[src/rtl/dpram_tp_clr.sv]
// rtl/dpram_tp_clr.sv - single-clock true dual-port RAM with clear sequencer
//
// Purpose: packet/header storage for the TLP datapath. Two independent
// read/write ports share one array. Same-address conflicts resolve
// deterministically: port A wins write/write conflicts, and a write is seen
// by a same-address read on the other port. Because reset cannot initialise
// RAM, a sweep writes CLR_VAL to every word after reset and on clr_req.
//
// Ports:
//   clk, reset          clock; asynchronous active-high reset
//   en_a/we_a/addr_a/data_a, q_a   port A enable, write enable, address,
//                                  write data, registered read data
//   en_b/we_b/addr_b/data_b, q_b   port B, same as port A
//   clr_req             one-cycle request to sweep the array (IDLE only)
//   busy                high while the sweep runs; port accesses ignored
//   collision           one-cycle pulse after both ports wrote one address
//   perr_a, perr_b      (DPRAM_PARITY_EN only) read-back parity error flags
//
// Configuration: define DPRAM_PARITY_EN to store an even-parity bit per word
// and add the perr_a/perr_b outputs.

module dpram_tp_clr #(
  parameter int                DATA_W       = 8,
  parameter int                ADDR_W       = 6,
  parameter int                DEPTH        = 64,
  parameter logic [DATA_W-1:0] CLR_VAL      = '0,
  parameter bit                CLR_ON_RESET = 1'b1
) (
  input  logic              clk,
  input  logic              reset,
  input  logic              en_a,
  input  logic              we_a,
  input  logic [ADDR_W-1:0] addr_a,
  input  logic [DATA_W-1:0] data_a,
  output logic [DATA_W-1:0] q_a,
  input  logic              en_b,
  input  logic              we_b,
  input  logic [ADDR_W-1:0] addr_b,
  input  logic [DATA_W-1:0] data_b,
  output logic [DATA_W-1:0] q_b,
  input  logic              clr_req,
  output logic              busy,
  output logic              collision
`ifdef DPRAM_PARITY_EN
  ,
  output logic              perr_a,
  output logic              perr_b
`endif
);

`ifdef DPRAM_PARITY_EN
  localparam int WORD_W = DATA_W + 1;
`else
  localparam int WORD_W = DATA_W;
`endif

  localparam logic [ADDR_W:0]   DEPTH_L   = (ADDR_W+1)'(DEPTH);
  localparam logic [ADDR_W-1:0] LAST_ADDR = ADDR_W'(DEPTH - 1);

  typedef enum logic {IDLE, CLEAR} state_t;

  // Stored word: parity bit (when enabled) above the data, chosen so the
  // whole word has an even number of ones.
  function automatic logic [WORD_W-1:0] enc(input logic [DATA_W-1:0] d);
`ifdef DPRAM_PARITY_EN
    return {^d, d};
`else
    return d;
`endif
  endfunction

  logic [WORD_W-1:0] mem [DEPTH];

  state_t            state;
  logic [ADDR_W-1:0] clr_addr;

  logic              in_a, in_b;
  logic              wr_a, wr_b;
  logic              same_addr;
  logic              a_hits_b, b_hits_a;
  logic              both_wr;
  logic [WORD_W-1:0] rd_word_a, rd_word_b;

  always_comb begin
    in_a      = ({1'b0, addr_a} < DEPTH_L);
    in_b      = ({1'b0, addr_b} < DEPTH_L);
    wr_a      = en_a & we_a & in_a;
    wr_b      = en_b & we_b & in_b;
    same_addr = (addr_a == addr_b);
    // A write on one port forwarded into the other port's same-address access
    a_hits_b  = wr_a & en_b & same_addr;
    b_hits_a  = wr_b & en_a & same_addr;
    both_wr   = en_a & we_a & en_b & we_b & same_addr;
    rd_word_a = in_a ? mem[addr_a] : '0;
    rd_word_b = in_b ? mem[addr_b] : '0;
  end

  // Both ports and the sweep live in one process so conflicting writes to the
  // same word have a single, deterministic outcome.
  always_ff @(posedge clk or posedge reset) begin
    if (reset) begin
      q_a       <= '0;
      q_b       <= '0;
      collision <= 1'b0;
      clr_addr  <= '0;
      state     <= CLR_ON_RESET ? CLEAR : IDLE;
      busy      <= CLR_ON_RESET;
`ifdef DPRAM_PARITY_EN
      perr_a    <= 1'b0;
      perr_b    <= 1'b0;
`endif
    end else if (state == CLEAR) begin
      mem[clr_addr] <= enc(CLR_VAL);
      collision     <= 1'b0;
      if (clr_addr == LAST_ADDR) begin
        clr_addr <= '0;
        state    <= IDLE;
        busy     <= 1'b0;
      end else begin
        clr_addr <= clr_addr + ADDR_W'(1);
      end
    end else begin
      // B first, then A, so A's data is what remains on a shared address
      if (wr_b && !(wr_a && same_addr))
        mem[addr_b] <= enc(data_b);
      if (wr_a)
        mem[addr_a] <= enc(data_a);

      if (en_a) begin
        if (we_a) begin
          q_a <= in_a ? data_a : '0;
`ifdef DPRAM_PARITY_EN
          perr_a <= 1'b0;
`endif
        end else if (b_hits_a) begin
          q_a <= data_b;
`ifdef DPRAM_PARITY_EN
          perr_a <= 1'b0;
`endif
        end else begin
          q_a <= rd_word_a[DATA_W-1:0];
`ifdef DPRAM_PARITY_EN
          perr_a <= ^rd_word_a;
`endif
        end
      end

      if (en_b) begin
        if (a_hits_b) begin
          q_b <= data_a;
`ifdef DPRAM_PARITY_EN
          perr_b <= 1'b0;
`endif
        end else if (we_b) begin
          q_b <= in_b ? data_b : '0;
`ifdef DPRAM_PARITY_EN
          perr_b <= 1'b0;
`endif
        end else begin
          q_b <= rd_word_b[DATA_W-1:0];
`ifdef DPRAM_PARITY_EN
          perr_b <= ^rd_word_b;
`endif
        end
      end

      collision <= both_wr;

      if (clr_req) begin
        state <= CLEAR;
        busy  <= 1'b1;
      end
    end
  end

endmodule
[config.mk]
export PLATFORM = sky130hd
export DESIGN_NAME = dpram_tp_clr
export DESIGN_NICKNAME = d
export VERILOG_FILES = /design/src/rtl/dpram_tp_clr.sv
export SDC_FILE = /design/constraint.sdc
export NUM_CORES = 1
export LEC_CHECK = 0
export ABC_AREA = 1
export BUFFER_PORTS_ARGS = -buffer_cell sky130_fd_sc_hd__buf_2
export CORE_MARGIN = 4
export CORE_UTILIZATION = 35
export CTS_CLUSTER_SIZE = 14
export DETAILED_ROUTE_END_ITERATION = 7
export GPL_TIMING_DRIVEN = 1
export PLACE_DENSITY = 0.51
export SLEW_MARGIN = 20
export SYNTH_ARGS = -nofsm -noshare
export SYNTH_HDL_FRONTEND = slang
export SYNTH_SLANG_ARGS = --single-unit
[constraint.sdc]
create_clock -name clk -period 4.2 [get_ports clk]
set_clock_uncertainty 0.1 [all_clocks]
set_input_delay 0.84 -clock clk [delete_from_list [all_inputs] [get_ports clk]]
set_output_delay 0.84 -clock clk [all_outputs]
set_load 0.02 [all_outputs]
# Word-level counts from Yosys, hierarchy flattened
# Memory sizes are Yosys's and may differ from the RTL's.
# Cells that the tools add are included.
[word_totals]
in_bits = 35
mem_bits_rw = 512
memories = 1
ff_bits = 25
output_inout_bits = 18
[op_classes]
eq_ne = 3
add_sub_neg = 1
n_bitwise = 9
n_mux = 23
reduce_logical = 12
[mem_list]
columns = ["memory", "words", "width", "read_ports", "rd_ports_with_merged_regs", "wr", "line_no", "rtl"]
rows = [
  ["mem", 64, 8, 2, 0, 2, "72", "logic [WORD_W-1:0] mem [DEPTH];"],
]
[ops]
columns = ["operator", "n"]
rows = [
  ["8-bit 2-to-1 mux", 5],
  ["1-bit 2-to-1 mux", 16],
  ["6-bit 2-to-1 mux", 2],
  ["1-bit AND", 8],
  ["8-bit OR reduction", 1],
  ["6-bit by 1-bit adder with 6-bit output (second input constant)", 1],
  ["6-bit equality test", 1],
  ["6-bit equality test (second input constant)", 1],
  ["2-bit AND reduction", 3],
  ["1-bit logical AND", 5],
  ["1-bit logical NOT", 2],
  ["2-bit by 1-bit != test with 1-bit output (second input constant)", 1],
  ["2-bit nonzero test", 1],
  ["1-bit inverter", 1],
]

# Logic depth before layout (Yosys ltp)
[logic_depth]
ltp_word = 10
ltp_mapped = 18
mapped_depth_nobuf = 15

# Least setup slack after synthesis
# OpenSTA, ideal clock, no wires.
[synth_path]
kind = "input port to flip-flop"
from = "in addr_a[1]"
to = "mem mem[54][0] (netlist name) (enable)"
path_stages = 13
t_arrival_ps = 2445
path_slack_ps = 1326
required_ps = 3771
cell_sequence = "buf_4 -> xnor2_1 -> nand2_1 -> nor2_4 -> nand3_4 -> nand3_4 -> buf_6 -> nand2_1 -> nand2_1 -> nand3_2 -> nor2_4 -> nand2_1 -> nand2_1"
[synth_rtl]
columns = ["element", "line_no", "rtl"]
rows = [
  ["from (decl)", "33", "input logic [ADDR_W-1:0] addr_a,"],
  ["to (decl)", "72", ""],
]

==> metrics.cfg <==
[timing]
hold_viol_final = 0
worst_pin_slew_ps = 1250
setup_tns_ps = 0
period_share_pct = 83.5
setup_viol = 0
slew_viol_final = 0
period_needed_ps = 3510
rsz0062_at_grt = false
fin_worst_hold_slack_ps = 223
max-slew-margin-rel_pct = 16.5
fmax_ghz = 0.285

[cells_and_area]
final_util_pct = 38.6
fin_area_sq_um = 38000
fillers = 10419
layout_commonest_cell = nand2_1
layout.nets = 4788
drive_above_1_share_pct = 6.71
area_delta_synth_final_pct = 9.53
multi_input_area_sq_um = 16600
register_area_sq_um = 16000
mostFrequentLayoutCells = nand2_1 (2658), edfxtp_1 (512), o21ai_0 (478)

[die]
initial_core_util_pct = 35.2
dieArea_sq_um = 104000
core-area_sq_um = 98400
num_rows = 115
io_pins = 53
die_w_microns = 323
die_h_microns = 323

[run]
maxCapViolations = 0

[placed_design]
port_buffers = 52
hpwl_mm = 91.9
routabilityCongestion = 0.941
postPlaceCellArea_sq_um = 35900

[critical_path]
crit_chain = buf_2 > xnor2_1 > nand2_2 > nor2_4 > nand3_4 > nand3_4 > buf_12 > nand2_1 > nand2_1 > nand3_2 > nor2_4 > nand2_1 > nand2_1
r2r_slack_ps = 990
cpLargestDelayFamily = simple AND/OR/NAND/NOR gates
cp_common_cell = nand2_1
rr_startpoint = state$_DFF_PP1_
crit_buf_inv = 2
end_kind = flop
slowest_delay_ps = 450
critical_path.slowest_cell = nor2_4
r2r_end = mem[62][6]$_DFFE_PP_
critPathLaunchType = primary input
reg2reg_depth = 5
crit_fanout = 13
critPathKind = primary input to flop
crit_required_ps = 4380
arrival_ps = 3680

[clock_network]
numClockSinks = 537
clk_path_buf_depth = 3
clockRootBuffer = clkbuf_16
tritoncts = built
clk_latency_ps = 640
cts_setup_buffers = 0
path_clk_slew_ps = 70
ctsHoldBuffers = 0
cts_max_level = 3
cts-resized-gates = 0
cts_made_buffers = 66

[pwr]
p_seq_share_pct = 44.5
powerDensity_nw_per_um2 = 342
comb_power_share_pct = 10.1
clkPwrFrac_pct = 45.4
p_sw_share_pct = 26.8
cellLeakagePower_nw = 15.9
p_sw_mw = 3.47
p_int_mw = 9.51
peakVddDrop_uv = 238

[synthesis]
yosysUniqueCellTypes = 38
syn-cell-area_sq_um = 34700
synth_nets = 4969
ys_seq_area_share_pct = 46.1
syn_inst = 4933
ys_ff_latch = 537
synth_warnings = 0
syn_avg_cell_area_sq_um = 7.03

[detailed_routing]
dr_total_vias = 33428
postRouteAntennaNets = 0
drc = 0
dr.pass1.iters = 6
wirelength_mm = 150
drt_iter0_markers = 4167
wl_per_cell_microns = 24.6
vias_per_cell = 5.49

[global_routing]
grt_overflow_total = 0
antenna_found_initial = 8
grtUsageMet2_pct = 43.5
grt_pass1_vias = 30636
grt_use_met3_pct = 5.11
grtUsageTotal_pct = 28.1
grt_max_degree = 154
grt_pass1_wl_mm = 215
grt_use_met1_pct = 39.1
busiest_layer = met2

[worst_hold_path]
min-delay-path-class = primary input to asynchronous set/reset pin

[status]
outcome = finished, final reports clean

[cell families after synthesis]
family | count (synthesis) | synth area share, %
XOR/XNOR | 8 | 0.202
AO/OA/AOI/OAI | 666 | 9.73
flip-flops | 537 | 46.1
buffers and inverters | 512 | 6.14
AND/OR/NAND/NOR | 3209 | 37.8
adder cells (fa/ha/maj) | 1 | 0.0361
[layer usage]
metal  wire length (microns)  share of wire, %  vias to the layer above
met5                      23             0.015                        -
met1                   63200                42                    15721
met4                    6520               4.4                        4
met2                   66200                44                     1653
li1                        -                 -                    15730
met3                   13700               9.1                      320
[cell usage after synthesis]
library cell  instances  area (sq um)
a21oi_1              70           350
a21oi_2               1          8.76
buf_1                45           169
buf_12                1          20.0
buf_2               128           641
buf_4                 4          30.0
buf_6                 2          22.5
clkbuf_1            213           800
clkinv_1              4          15.0
dfrtp_1              23           576
dfstp_2               2          52.6
edfxtp_1            512         15400
ha_1                  1          12.5
inv_1               108           405
inv_2                 7          26.3
nand2_1            2658          9980
nand2_2               6          37.5
nand2_4               4          45.0
nand3_1             433          2170
nand3_2               8          80.1
nand3_4               2          35.0
nand3b_1              2          15.0
nand4_1              11          68.8
nor2_1               40           150
nor2_2                4          25.0
nor2_4               18           203
nor2_8                8           160
nor3_1                4          20.0
nor3_2                9          90.1
nor4_1                1          6.26
nor4_4                1          21.3
o21ai_0             478          2390
o21ai_1             110           551
o21ai_2               4          35.0
o21ai_4               2          32.5
o22ai_1               1          6.26
xnor2_1               4          35.0
xor2_1                4          35.0
[final cells by class]
class,count,share of cell area (%)
multi-input combinational,3884,43.6
sequential,537,42.1
clock buffer,84,4.69
tap,1287,4.24
timing repair buffer,144,3.19
inverter,119,1.24
clock inverter,31,0.896
antenna,4,0.0263
[flip-flops by register name, indices dropped and copies added (netlist names)]
register	flops
state	1
q_a	8
q_b	8
collision	1
clr_addr	6
mem	512
busy	1
[worst max-delay path by stage]
stage                    from                    to  cells after the start
finish              addr_b[4]  mem[17][2]$_DFFE_PP_                     13
global route        addr_b[4]  mem[17][2]$_DFFE_PP_                     13
CTS                 addr_b[4]  mem[19][3]$_DFFE_PP_                     13
detailed placement  addr_b[4]  mem[19][3]$_DFFE_PP_                     13
global placement    addr_b[4]  mem[19][1]$_DFFE_PP_                     13
floorplan           addr_a[1]  mem[54][0]$_DFFE_PP_                     13
[per-stage QoR]
step / total power [mW] / worst slack [ps] / cells
after floorplan: 6.63 / 1330 / 4933
after global placement: 7.17 / 173 / 5971
after detailed placement: 7.17 / 118 / 5971
after CTS: 13.0 / 779 / 6086
after global routing: 13.3 / 541 / 6086
final: 13.0 / 695 / 6090
[power by group through the flow]
| stage | Combinational (mW) | Clock, mW | Sequential (mW) |
|---|---|---|---|
| detailed placement | 1.27 | 0 | 5.89 |
| global route | 1.38 | 6.13 | 5.78 |
| finish | 1.31 | 5.89 | 5.78 |
| global placement | 1.27 | 0 | 5.89 |
| CTS | 1.28 | 5.94 | 5.78 |
| floorplan | 0.738 | 0 | 5.89 |
No activity file was read; power rests on OpenSTA's default activity.
